===== config.mk =====
export PLATFORM = sky130hd
export DESIGN_NAME = cmsdk_mcu_rst_pclken_ctrl
export DESIGN_NICKNAME = d
export VERILOG_FILES = /design/src/rtl/cmsdk_mcu_rst_pclken_ctrl.sv
export SDC_FILE = /design/constraint.sdc
export NUM_CORES = 1
export LEC_CHECK = 0
export ABC_AREA = 0
export ABC_CLOCK_PERIOD_IN_PS = 3300
export BUFFER_PORTS_ARGS = -buffer_cell sky130_fd_sc_hd__buf_2
export CAP_MARGIN = 20
export CORE_MARGIN = 3
export CORE_UTILIZATION = 40
export CTS_CLUSTER_DIAMETER = 120
export DETAILED_ROUTE_END_ITERATION = 12
export SETUP_SLACK_MARGIN = 0.1
export SYNTH_ARGS = -nofsm -noshare
export SYNTH_HDL_FRONTEND = slang
export SYNTH_SLANG_ARGS = --single-unit

===== constraint.sdc =====
create_clock -name FCLK -period 3.3 [get_ports FCLK]
set_input_delay 0.495 -clock FCLK [delete_from_list [all_inputs] [get_ports FCLK]]
set_output_delay 0.495 -clock FCLK [all_outputs]
set_load 0.01 [all_outputs]

===== src/rtl/cmsdk_mcu_rst_pclken_ctrl.sv =====
// cmsdk_mcu_rst_pclken_ctrl: reset sequencer with stretched HRESETn/PRESETn, APB clock-enable divider and sticky reset cause
module cmsdk_mcu_rst_pclken_ctrl #(
    parameter int NUM_REQ    = 4,
    parameter int CNT_W      = 8,
    parameter int RST_CYCLES = 16,
    parameter int DIV_W      = 3
) (
    input  logic               FCLK,
    input  logic               PORESETn,
    input  logic [NUM_REQ-1:0] RESETREQ,
    input  logic [NUM_REQ-1:0] REQMASK,
    input  logic               LOCKUP,
    input  logic               LOCKUPRESET,
    input  logic [DIV_W-1:0]   PCLKDIV,
    input  logic               CAUSE_CLR,
    output logic               HRESETn,
    output logic               PRESETn,
    output logic               PCLKEN,
    output logic [NUM_REQ+1:0] RSTCAUSE,
    output logic               RSTACTIVE
);
    localparam logic [1:0] HOLD = 2'd0;
    localparam logic [1:0] PREL = 2'd1;
    localparam logic [1:0] RUN  = 2'd2;
    localparam logic [CNT_W-1:0] RELOAD = CNT_W'(RST_CYCLES - 1);

    logic [1:0]         state, state_d;
    logic [CNT_W-1:0]   cnt, cnt_d;
    logic [DIV_W-1:0]   div_cnt, div_q;
    logic [NUM_REQ-1:0] req_vec;
    logic               lock_req, req;

    assign req_vec  = RESETREQ & ~REQMASK;
    assign lock_req = LOCKUP & LOCKUPRESET;
    assign req      = |req_vec | lock_req;

    // Any unmasked request (re)starts the stretch from any state; PRESETn waits for a PCLKEN cycle
    always_comb begin
        state_d = state;
        cnt_d   = cnt;
        if (req) begin
            state_d = HOLD;
            cnt_d   = RELOAD;
        end else begin
            case (state)
                HOLD:    if (cnt != '0) cnt_d = cnt - 1'b1; else state_d = PREL;
                PREL:    if (PCLKEN) state_d = RUN;
                RUN:     ;
                default: state_d = HOLD;
            endcase
        end
    end

    // Reset outputs are registered from the next state so they switch with the FSM
    always_ff @(posedge FCLK or negedge PORESETn) begin
        if (!PORESETn) begin
            state     <= HOLD;
            cnt       <= RELOAD;
            HRESETn   <= 1'b0;
            PRESETn   <= 1'b0;
            RSTACTIVE <= 1'b1;
        end else begin
            state     <= state_d;
            cnt       <= cnt_d;
            HRESETn   <= state_d != HOLD;
            PRESETn   <= state_d == RUN;
            RSTACTIVE <= state_d != RUN;
        end
    end

    // Divider latches PCLKDIV only at wrap so a new ratio never produces a short period
    always_ff @(posedge FCLK or negedge PORESETn) begin
        if (!PORESETn) begin
            div_cnt <= '0;
            div_q   <= '0;
            PCLKEN  <= 1'b0;
        end else if (div_cnt == div_q) begin
            div_cnt <= '0;
            div_q   <= PCLKDIV;
            PCLKEN  <= 1'b1;
        end else begin
            div_cnt <= div_cnt + 1'b1;
            PCLKEN  <= 1'b0;
        end
    end

    // Sticky cause: a same-cycle set beats CAUSE_CLR, only power-on reset restores the POR bit
    always_ff @(posedge FCLK or negedge PORESETn) begin
        if (!PORESETn)
            RSTCAUSE <= (NUM_REQ+2)'(1);
        else
            RSTCAUSE <= (CAUSE_CLR ? {(NUM_REQ+2){1'b0}} : RSTCAUSE) | {lock_req, req_vec, 1'b0};
    end
endmodule


==> flow_summary.toml <==
[worst_setup_path]
timing.rr.end = "HRESETn$_DFF_PN0_"
arrival_ns = 2.05
path_class = "reg2reg"
startpoint = "cnt[0]$_DFFE_PN1P_"
worstPathMaxFanout = 6
reg2reg_from = "cnt[0]$_DFFE_PN1P_"
ff2ff_setup_slack_ns = 1.50
r2r_cells = 6
worstPathRequired_ns = 3.55
end_kind = "flop"
startpoint_type = "flop"

[timing]
min_period_ns = 1.80
rsz0062_at_grt = "no"
slew_viol_final = 0
max_freq_mhz = 557
setup_viol = 0
worst_pin_slew_ns = 0.549
holdWs_ns = 0.143
finalSetupTns_ns = 0
finalClockSkew_ns = 0.00442
timing.final.crit_share = 0.544
hold_viol = 0
slew_headroom = 0.634

[power]
power.leakage_nw = 0.640
p_int_uw = 530
power_density_nw_per_um2 = 535
p_comb_frac = 0.238
clock_power_share = 0.213
seqPwrFrac = 0.549
total_power_uw = 738
swShare = 0.281
p_sw_uw = 208
ir_drop_uv = 412

[place]
portBuffers = 25
dpl.hpwl_mm = 1.48
dpl-instance-area_sq_um = 1340
dp.cells = 157
place_congestion = 0.745

[yosys]
synth_seq_area_share = 0.556
synth-main-ff-cell = "dfrtp_1"
synth.top_cell.area_share = 0.423
yosys_warnings = 0
yosysTopAreaCell = "dfrtp_1"
syn-instance-count = 102
syn_nets = 121
synth_edf_count = 0
avgSynthCellArea_sq_um = 11.6
yosysUniqueCellTypes = 32
ys_async_sr_fraction = 1.00
syn_area_sq_um = 1180
synth_area_leaders = "dfrtp_1 42%, dfstp_2 13%, xor2_1 3.7%"
ys_ff_latch = 26

[drt]
dr.pass1.iters = 3
drt_iter0_markers = 17
drc = 0
totalWireLength_mm = 1.91
viasPerCell = 4.99
vias = 803
antenna_left = 0
wl_per_cell_um = 11.9

[grt]
grt_start_max_net_pins = 27
antenna_found_initial = 0
grtUsageMet2 = 0.191
grt_pass1_vias = 772
grt_pass1_wl_mm = 3.38
top_usage_layer = "met2"
overflow = 0
grt_use_met3 = 0.0319
use_met1 = 0.172
grt_usage = 0.126

[cells_and_area]
fillCellCount = 256
multi_input_area_sq_um = 498
fin_area_sq_um = 1380
nets = 150
seq_area_sq_um = 658
synthToLayoutAreaGrowth_pct = 16.5
final_layout_size_suffix_gt1_frac = 0.338
fin_cells = 161
antennaDiodeCount = 0

[worst_hold_path]
hold_class = "in2async"

[floorplan]
die_area_sq_um = 3650
core-area_sq_um = 2780
start_util = 0.426
fp.dieW_um = 60.4
die_h_um = 60.4
placement_rows = 19
ios = 26

[clocking]
ctsResizeCount = 0
clockBufferDepth = 2
cts_setup_buffers = 0
cts_tree = "built"
cts_htree_levels = 1
cts.sinks = 26
clkTransAtPathRegs_ns = 0.13
root_buffer = "clkbuf_4"
holdBufCountCts = 0
cts_made_buffers = 3
insertion_delay_ns = 0.32

[outcome]
status = "completed"

[job]
drv_cap = 0
## flip-flops by register name, summed over array words and instances, names as in the netlist
signal	flops
state	2
PCLKEN	1
RSTCAUSE	6
div_q	3
div_cnt	3
cnt	8
HRESETn	1
RSTACTIVE	1
PRESETn	1
## power by group through the flow
stage	clock network (mW)	registers, mW	logic, mW
floorplan	0	0.410	0.135
global placement	0	0.411	0.176
detailed placement	0	0.412	0.180
CTS	0.167	0.406	0.181
global route	0.179	0.414	0.201
finish	0.157	0.405	0.176
## metrics by stage
stage / util / setup WS [ns]
floorplan: - / 1.61
global placement: 0.483 / 1.53
detailed placement: 0.483 / 1.52
CTS: 0.496 / 1.49
global route: 0.496 / 1.38
finish: 0.496 / 1.50
## cell usage after synthesis (2+ instances only)
cell / number
and2_1: 3
xor2_1: 5
a21oi_1: 4
nor3_1: 4
inv_1: 6
mux2i_1: 2
nor2b_1: 6
ha_1: 3
dfrtp_1: 20
xnor2_1: 2
o211ai_2: 2
nor2_1: 4
nand3_1: 4
dfstp_2: 6
or4_1: 2
mux2_2: 2
nand3b_1: 2
nand2_1: 7
a21o_1: 4
o21ai_0: 2
## layout make-up
cell class / instances / area share
inverter: 6 / 0.0163
timing repair buffer: 25 / 0.0907
tap: 31 / 0.0281
sequential: 26 / 0.477
clock buffer: 4 / 0.0263
multi-input combinational: 69 / 0.361
## critical path, stage by stage (launching register included)
cell and delay, ns:
dfstp_2 0.39, inv_1 0.10, ha_1 0.15, or3b_2 0.51
o21ai_2 0.29, nand3_1 0.15, a21oi_1 0.15
## kinds of logic after synthesis
kind of cell | synth area share
xor+xnor | 0.0518
simple gates | 0.196
mux | 0.0455
flops | 0.556
compound gates | 0.0962
buf+inv | 0.0233
fa+ha+maj | 0.0317
## layout by cell type (no fill, tap or decap), drive strengths merged
cell type   n
buf        25
dfrtp      20
nand2       7
dfstp       6
nor2b       6
inv         6
xor2        5
nor3        5
nor2        4
nand3       4
a21oi       4
a21o        4
clkbuf      4
o21ai       4
and2        3
ha          3
o211ai      3
or4         3
mux2        3
xnor2       2
nand3b      2
mux2i       2
nor4        1
or3b        1
nand2b      1
or3         1
o31ai       1
## worst max-delay path by stage
stage                     slack [ns]                 end  cells past startpoint
after floorplan                 1.61  cnt[4]$_DFFE_PN0P_                      6
after global placement          1.53   HRESETn$_DFF_PN0_                      6
after detailed placement        1.52  cnt[4]$_DFFE_PN0P_                      6
after CTS                       1.49  cnt[4]$_DFFE_PN0P_                      6
after global routing            1.38   HRESETn$_DFF_PN0_                      6
final                           1.50   HRESETn$_DFF_PN0_                      6
## layer usage
metal,up-vias,wire length [um]
li1,408,-
met4,0,37
met5,-,0
met3,5,118
met1,369,902
met2,21,850
Note: power is estimated with default switching activity, not from simulation.
